`src/rtl/sifh_peak_finder_pkg.sv`:
```
// rtl/sifh_peak_finder_pkg.sv - shared SiFH widths, peak-finder FSM states and window-bound helpers
// Macro defaults apply only when the shared parametersSiFH.vh has not been read ahead of this file.
`ifndef Nb
`define Nb 4
`endif
`ifndef peakMax
`define peakMax 8
`endif
`ifndef RAM_ADDR
`define RAM_ADDR 5
`endif
`ifndef BIN_NUM_PER_HIS
`define BIN_NUM_PER_HIS 16
`endif
`ifndef PIXEL_NUM_PER_RAM
`define PIXEL_NUM_PER_RAM 2
`endif

package sifh_peak_finder_pkg;
  localparam int NB     = `Nb;
  localparam int PEAK_W = `peakMax;
  localparam int ADDR_W = `RAM_ADDR;
  localparam int BINS   = `BIN_NUM_PER_HIS;
  localparam int PIXELS = `PIXEL_NUM_PER_RAM;
  localparam int PIX_W  = (PIXELS > 1) ? $clog2(PIXELS) : 1;

  typedef enum logic [2:0] {IDLE, SCAN, DRAIN, REPORT, DONE} state_t;

  // Bounds are computed one bit wider than a bin index so neither side can wrap.
  function automatic logic [NB-1:0] winLow(input logic [NB-1:0] bin, input logic [NB:0] win);
    logic [NB:0] wide;
    wide = {1'b0, bin};
    return (wide < win) ? '0 : NB'(wide - win);
  endfunction

  function automatic logic [NB-1:0] winHigh(input logic [NB-1:0] bin, input logic [NB:0] win);
    logic [NB:0] wide;
    wide = {1'b0, bin} + win;
    return (wide > (NB+1)'(BINS - 1)) ? NB'(BINS - 1) : NB'(wide);
  endfunction
endpackage

```
`src/rtl/sifh_max_tracker.sv`:
```
// rtl/sifh_max_tracker.sv - running per-pixel histogram maximum; ties keep the lowest bin
module sifh_max_tracker
  import sifh_peak_finder_pkg::*;
(
  input  logic              clk,
  input  logic              res,
  input  logic              clear,
  input  logic              valid,
  input  logic [PEAK_W-1:0] count,
  input  logic [NB-1:0]     bin,
  output logic [PEAK_W-1:0] maxCount,
  output logic [NB-1:0]     maxBin
);

  always_ff @(posedge clk or negedge res) begin
    if (!res) begin
      maxCount <= '0;
      maxBin   <= '0;
    end else if (clear) begin
      maxCount <= '0;
      maxBin   <= '0;
    end else if (valid && (count > maxCount)) begin
      maxCount <= count;
      maxBin   <= bin;
    end
  end

endmodule

```
`src/rtl/sifh_peak_finder.sv`:
```
// rtl/sifh_peak_finder.sv - scans every pixel's histogram over SRAM port b and reports its peak
// plus the TH-/TH+ window used by the second histogramming pass.
module sifh_peak_finder
  import sifh_peak_finder_pkg::*;
#(
  parameter int WIN       = 4,
  parameter int MIN_COUNT = 2
) (
  input  logic              clk,
  input  logic              res,
  input  logic              start,
  input  logic [PEAK_W-1:0] counts,
  output logic [ADDR_W-1:0] raddr,
  output logic              rEnable,
  output logic              readFlag,
  output logic              busy,
  output logic              peakValid,
  output logic [PIX_W-1:0]  peakPixel,
  output logic [NB-1:0]     peakBin,
  output logic [PEAK_W-1:0] peakCount,
  output logic [NB-1:0]     thLow,
  output logic [NB-1:0]     thHigh,
  output logic              noPeak,
  output logic              done
);

  localparam logic [NB-1:0]     LAST_BIN = NB'(BINS - 1);
  localparam logic [PIX_W-1:0]  LAST_PIX = PIX_W'(PIXELS - 1);
  localparam logic [NB:0]       WIN_V    = (NB+1)'(WIN);
  localparam logic [PEAK_W-1:0] MIN_V    = PEAK_W'(MIN_COUNT);

  state_t            state;
  logic [PIX_W-1:0]  pixel;
  logic [NB-1:0]     bin;
  logic              clearMax;
  logic              rdValid;
  logic [NB-1:0]     rdBin;
  logic [PEAK_W-1:0] maxCount;
  logic [NB-1:0]     maxBin;
  logic              lowPeak;

  assign raddr   = ADDR_W'({pixel, bin});
  assign lowPeak = (maxCount < MIN_V);

  // rdValid/rdBin follow the issued address by one cycle to line up with the SRAM read data.
  sifh_max_tracker u_tracker (
    .clk      (clk),
    .res      (res),
    .clear    (clearMax),
    .valid    (rdValid),
    .count    (counts),
    .bin      (rdBin),
    .maxCount (maxCount),
    .maxBin   (maxBin)
  );

  always_ff @(posedge clk or negedge res) begin
    if (!res) begin
      state     <= IDLE;
      pixel     <= '0;
      bin       <= '0;
      rEnable   <= 1'b1;
      readFlag  <= 1'b0;
      busy      <= 1'b0;
      peakValid <= 1'b0;
      peakPixel <= '0;
      peakBin   <= '0;
      peakCount <= '0;
      thLow     <= '0;
      thHigh    <= '0;
      noPeak    <= 1'b0;
      done      <= 1'b0;
      clearMax  <= 1'b0;
      rdValid   <= 1'b0;
      rdBin     <= '0;
    end else begin
      peakValid <= 1'b0;
      done      <= 1'b0;
      clearMax  <= 1'b0;
      rdValid   <= readFlag & ~rEnable;
      rdBin     <= bin;
      case (state)
        IDLE: begin
          // The done cycle is spent in IDLE with busy still high, so a start there is dropped.
          if (start && !done) begin
            state    <= SCAN;
            pixel    <= '0;
            bin      <= '0;
            readFlag <= 1'b1;
            rEnable  <= 1'b0;
            busy     <= 1'b1;
            clearMax <= 1'b1;
          end else begin
            busy <= 1'b0;
          end
        end
        SCAN: begin
          if (bin == LAST_BIN) begin
            state    <= DRAIN;
            readFlag <= 1'b0;
            rEnable  <= 1'b1;
          end else begin
            bin <= bin + 1'b1;
          end
        end
        DRAIN: state <= REPORT;
        REPORT: begin
          peakValid <= 1'b1;
          peakPixel <= pixel;
          peakBin   <= maxBin;
          peakCount <= maxCount;
          noPeak    <= lowPeak;
          thLow     <= lowPeak ? '0 : winLow(maxBin, WIN_V);
          thHigh    <= lowPeak ? LAST_BIN : winHigh(maxBin, WIN_V);
          if (pixel == LAST_PIX) begin
            state <= DONE;
          end else begin
            state    <= SCAN;
            pixel    <= pixel + 1'b1;
            bin      <= '0;
            readFlag <= 1'b1;
            rEnable  <= 1'b0;
            clearMax <= 1'b1;
          end
        end
        DONE: begin
          state <= IDLE;
          done  <= 1'b1;
        end
        default: state <= IDLE;
      endcase
    end
  end

endmodule

```
`config.mk`:
```
export PLATFORM = sky130hd
export DESIGN_NAME = sifh_peak_finder
export DESIGN_NICKNAME = d
export VERILOG_FILES = /design/src/rtl/sifh_peak_finder_pkg.sv /design/src/rtl/sifh_max_tracker.sv /design/src/rtl/sifh_peak_finder.sv
export SDC_FILE = /design/constraint.sdc
export NUM_CORES = 1
export LEC_CHECK = 0
export ABC_AREA = 1
export BUFFER_PORTS_ARGS = -buffer_cell sky130_fd_sc_hd__buf_2
export CORE_UTILIZATION = 40
export DETAILED_ROUTE_END_ITERATION = 8
export GPL_ROUTABILITY_DRIVEN = 0
export GPL_TIMING_DRIVEN = 0
export SYNTH_ARGS = -nofsm -noshare
export SYNTH_HDL_FRONTEND = slang
export SYNTH_SLANG_ARGS = --single-unit
export TNS_END_PERCENT = 20
```
`constraint.sdc`:
```
create_clock -name clk -period 3.1 [get_ports clk]
set_input_delay 0.31 -clock clk [delete_from_list [all_inputs] [get_ports clk]]
set_output_delay 0.31 -clock clk [all_outputs]
set_load 0.1 [all_outputs]
```
# Word-level counts from Yosys, hierarchy flattened
# Cells that the tools add are included.
totals:
  out_inout_bits: 32
  in_bits: 11
  reg_bits: 53
  word_cells: 80
op_classes:
  n_lt_le_gt_ge: 4
  bitwise_logic: 2
  n_eq_ne: 9
  n_addsub: 4
  muxes: 31
  reduce_logical: 11
op_table:
  columns: ["operator", "count"]
  rows:
  - ["$mux W4", 9]
  - ["$mux W8", 2]
  - ["$pmux W3 S4", 1]
  - ["$pmux W4 S3", 1]
  - ["$mux W1", 11]
  - ["$mux W3", 3]
  - ["$gt A8 B8 Y1", 1]
  - ["$lt A8 B2 Y1 const B", 1]
  - ["$ne A2 B2 Y1 const B", 4]
  - ["$reduce_and A4 Y1", 2]
  - ["$eq A3 B2 Y1 const B", 2]
  - ["$pmux W1 S3", 2]
  - ["$add A4 B3 Y5 const B", 1]
  - ["$gt A5 B4 Y1 const B", 1]
  - ["$add A4 B1 Y4 const B", 1]
  - ["$eq A4 B4 Y1 const B", 1]
  - ["$lt A4 B3 Y1 const B", 1]
  - ["$pmux W1 S2", 2]
  - ["$reduce_and A2 Y1", 2]
  - ["$reduce_bool A2 Y1", 2]
  - ["$sub A4 B3 Y4 const B", 1]
  - ["$eq A3 B1 Y1 const B", 1]
  - ["$eq A3 B3 Y1 const B", 1]
  - ["$logic_not A3 Y1", 1]
  - ["other kinds (6)", 7]

# Logic depth before layout (Yosys ltp)
depth:
  ltp_word: 4
  mapped_depth: 13
  ltp_nobuf: 12

# By module
# Synthesis repeated with hierarchy kept, for this count alone.
unflattened:
  cells_unflattened: 291
  area_unflattened_um2: 2620.0
modules_own_cells:
  columns: ["module", "seq_area_each_um2", "area_per_inst_um2", "n_inst", "cells_each"]
  rows:
  - ["sifh_peak_finder", 1027.2, 1780.5, 1, 198]
  - ["sifh_max_tracker", 300.3, 839.6, 1, 93]

# Worst setup path before layout
# Ideal clock, no wire load.
synth_timing:
  path_type: "flip-flop to flip-flop"
  from: "register bin[0]"
  to: "register bin[0]"
  setup_time_ps: 155
  arrival_time_ps: 1741
  stages_incl_launch_ff: 7
  t_required_ps: 2945
  setup_slack_ps: 1204
  period_less_slack_ps: 1896
  n_path_buf: 0
  cell_sequence: "dfrtp_1 -> ha_1 -> nand3_1 -> nand2_1 -> inv_1 -> nor2_1 -> a21oi_2"
synth_via:
  elab_chain_len: 3
  elab_cells_between_ends: 6
  classes_between: "add/sub: 1; eq/ne: 2; mux: 2; reduce/logical: 1"
synth_lines:
  columns: ["element", "line_no", "source"]
  rows:
  - ["from (decl)", "sifh_peak_finder.sv:34", "logic [NB-1:0] bin;"]
  - ["from (signal assigned)", "sifh_peak_finder.sv:103", "bin <= bin + 1'b1;"]
  - ["$add A4 B1 Y4 or $eq A4 B4 Y1 (tied branches)", "sifh_peak_finder.sv:103, sifh_peak_finder.sv:98", null]
  - ["$mux W4 or $ne A2 B2 Y1 (tied branches)", null, null]
  - ["$pmux W4 S3 or $reduce_and A4 Y1 (tied branches)", null, null]
# Parallel ways exist; a longest one is shown, timed or not. The select of a mux whose other input is x is not followed.
# A chain may end at the register's enable or synchronous reset.

# Worst setup path after layout
layout_timing:
  from: "register u_tracker.maxCount[7]"
  to: "register u_tracker.maxBin[0]"
layout_via:
  elab_chain_len: 3
layout_lines:
  columns: ["element", "line_no", "source"]
  rows:
  - ["from (decl)", "sifh_max_tracker.sv:11", "output logic [PEAK_W-1:0] maxCount,"]
  - ["from (signal assigned)", "sifh_max_tracker.sv:23", "maxCount <= count;"]
  - ["$gt A8 B8 Y1", "sifh_max_tracker.sv:22", "end else if (valid && (count > maxCount)) begin"]
  - ["$logic_and A1 B1 Y1", "sifh_max_tracker.sv:22", null]
  - ["$reduce_bool A2 Y1 (no source line)", null, null]
  - ["to (signal assigned)", "sifh_max_tracker.sv:24", "maxBin <= bin;"]
  - ["to (decl)", "sifh_max_tracker.sv:12", "output logic [NB-1:0] maxBin"]
# No other way between the ends.

==> run_results.csv <==
group,metric,value,unit
cts,clkLatencyLatePin,300,ps
final_layout,insertedDiodeCount,0,
sta,fin_crit_sh,0.536,
placed_design,hpwl,3560,um
yosys,syn_area_per_cell,9.31,sq um
floorplan,die-height,80.5,um
final_layout,nets,339,
global_routing,grt_pass1_wl,8050,um
cts,clock-root-buffer,"clkbuf_8",
cts,clock_path_buffers,2,
setup_path,cp_max_fo,10,
sta,drv_slew,0,
route,wl,4800,um
cts,post_cts_resized,0,
floorplan,pin_count,43,
final_layout,final_common_cell,"nand2_1",
yosys,ys_seq_area_frac,0.538,
global_routing,grt_use_total,0.164,
cts,clock-sinks,53,
global_routing,grt_pass1_vias,1675,
floorplan,fp.dieW,80.5,um
sta,tns,0,ps
floorplan,initial_utilization,0.417,
floorplan,dieArea,6490,sq um
yosys,syn-cell-area,2470,sq um
setup_path,ff2ff_path_depth,10,
sta,fmax,602,MHz
route,vias,1863,
global_routing,grt_max_degree,54,
setup_path,arrival,1860,ps
route,detail-route-antenna-nets,0,
worst_hold_path,min-delay-path-class,"input pin to async pin",
global_routing,overflow,0,
final_layout,drive_above_1_share,0.257,
sta,fin_skew,8.04,ps
floorplan,core,5920,sq um
final_layout,final_cell_mix,"nand2_1 (66), dfrtp_1 (52), buf_2 (46)",
setup_path,startpoint,"u_tracker.maxCount[7]",
cts,clkTransAtPathRegs,90,ps
cts,post_cts_buffers,0,
sta,worstMarginPinSlew,1170,ps
route,drt_iter0_drc,88,
route,viasPerCell,4.78,
yosys,yosysWarnings,0,
floorplan,num_rows,28,
route,wl_per_cell,12.3,um
yosys,syn_inst,265,
sta,maxSlewHeadroom,0.222,
final_layout,areaGrowthSynthToFinish,17.7,%
final_layout,design_area,2910,sq um
route,drt-pass1-iter-count,4,
placed_design,port_buffers,42,
cts,cts_hold_buf,0,
cts,cts_tree,"done",
setup_path,crit_path_end_kind,"flop",
sta,fin_crit,1660,ps
route,drc,0,
yosys,synthDistinctLibCells,32,
run_status,outcome,"finished, final reports clean",
setup_path,r2r-start,"u_tracker.maxCount[7]",
job,cap_violations,0,
setup_path,worst_setup_path_start_kind,"flop",
yosys,synth_nets,290,
sta,hold_violations,0,
placed_design,place_area,2770,sq um
cts,htree_levels,2,
setup_path,path_class,"flop to flop",
sta,setup_viol,0,
cts,cts_buffers,5,
global_routing,antenna_found_initial,0,
sta,rsz0062_at_grt,"false",
setup_path,cp.required,3300,ps
yosys,synth-seq-cells,53,
## logic make-up (layout without fill, tap and decap cells)
group / Yosys count / in the layout / share of synthesized area
and+or+nand+nor: 133 / 133 / 0.252
DFF: 53 / 53 / 0.538
buffers and inverters: 38 / 88 / 0.0700
AOI/OAI and AO/OA: 26 / 26 / 0.0659
adders and majority gates: 14 / 14 / 0.0710
xor gates and xnor gates: 1 / 1 / 0.00355
## per-layer routing
metal | wire length (um) | up-vias | part of all wire | track usage
met4 | 85 | 0 | 0.018 | 0.0571
met1 | 2310 | 856 | 0.48 | 0.218
met5 | 0 | - | 0 | 0
met2 | 2180 | 36 | 0.45 | 0.262
met3 | 220 | 10 | 0.046 | 0.0386
li1 | - | 961 | - | -
## state kept, by name, summed over array words and instances, names as in the netlist, 4 cells and up
name	count
bin	4
peakBin	4
peakCount	8
rdBin	4
thHigh	4
thLow	4
u_tracker.maxBin	4
u_tracker.maxCount	8
## critical path, cell delays in order (launching register included)
cell and delay [ps]:
dfrtp_1 390, inv_1 80, ha_1 290, nand2_1 80, nor2_2 150, nand2_1 70
nand2_1 140, nand2_2 90, buf_6 150, nand3_1 70, nand2_1 50
## per-stage QoR
step,cells,worst slack (ps),hold WS (ps),utilization
after detailed placement,382,1460,454,0.468
after CTS,390,1440,265,0.491
after global placement,382,1480,449,0.468
final,390,1440,233,0.491
after global routing,390,1280,265,0.491
after floorplan,265,1200,14.4,-
## area by class of cell
class	instances	area, sq um
clock buffer	5	68.8
buffer	10	65.1
multi-input combinational	174	967
fill	566	3020
sequential	53	1330
timing repair buffer	42	210
tap	75	93.8
inverter	28	108
clock inverter	3	65.1
## worst paths after layout
path	slack, ps	to
max	1440	u_tracker.maxBin[0]
min	230	readFlag
max reg2reg	1440	u_tracker.maxBin[0]
min reg2reg	480	rEnable
max in group asynchronous	2160	u_tracker.maxBin[0]
min in group clk	270	u_tracker.maxCount[7]
## cells in the mapped netlist (all sizes together)
cell	number	area [sq um]
nand3	21	115
dfstp	1	26.3
inv	28	108
xor2	1	8.76
o21ai	16	80.1
a21oi	3	18.8
nor3	6	30.0
a21boi	1	11.3
buf	9	61.3
ha	14	175
clkbuf	1	3.75
dfrtp	52	1300
or2	2	12.5
a211oi	1	7.51
nor2	21	98.8
o31ai	1	12.5
nand4	12	75.1
a21o	2	15.0
nand2	71	289
a22o	2	17.5
Power is left out: the tool's default activity adds up to more than one toggle a clock period on the data nets, which glitch-free logic cannot reach.
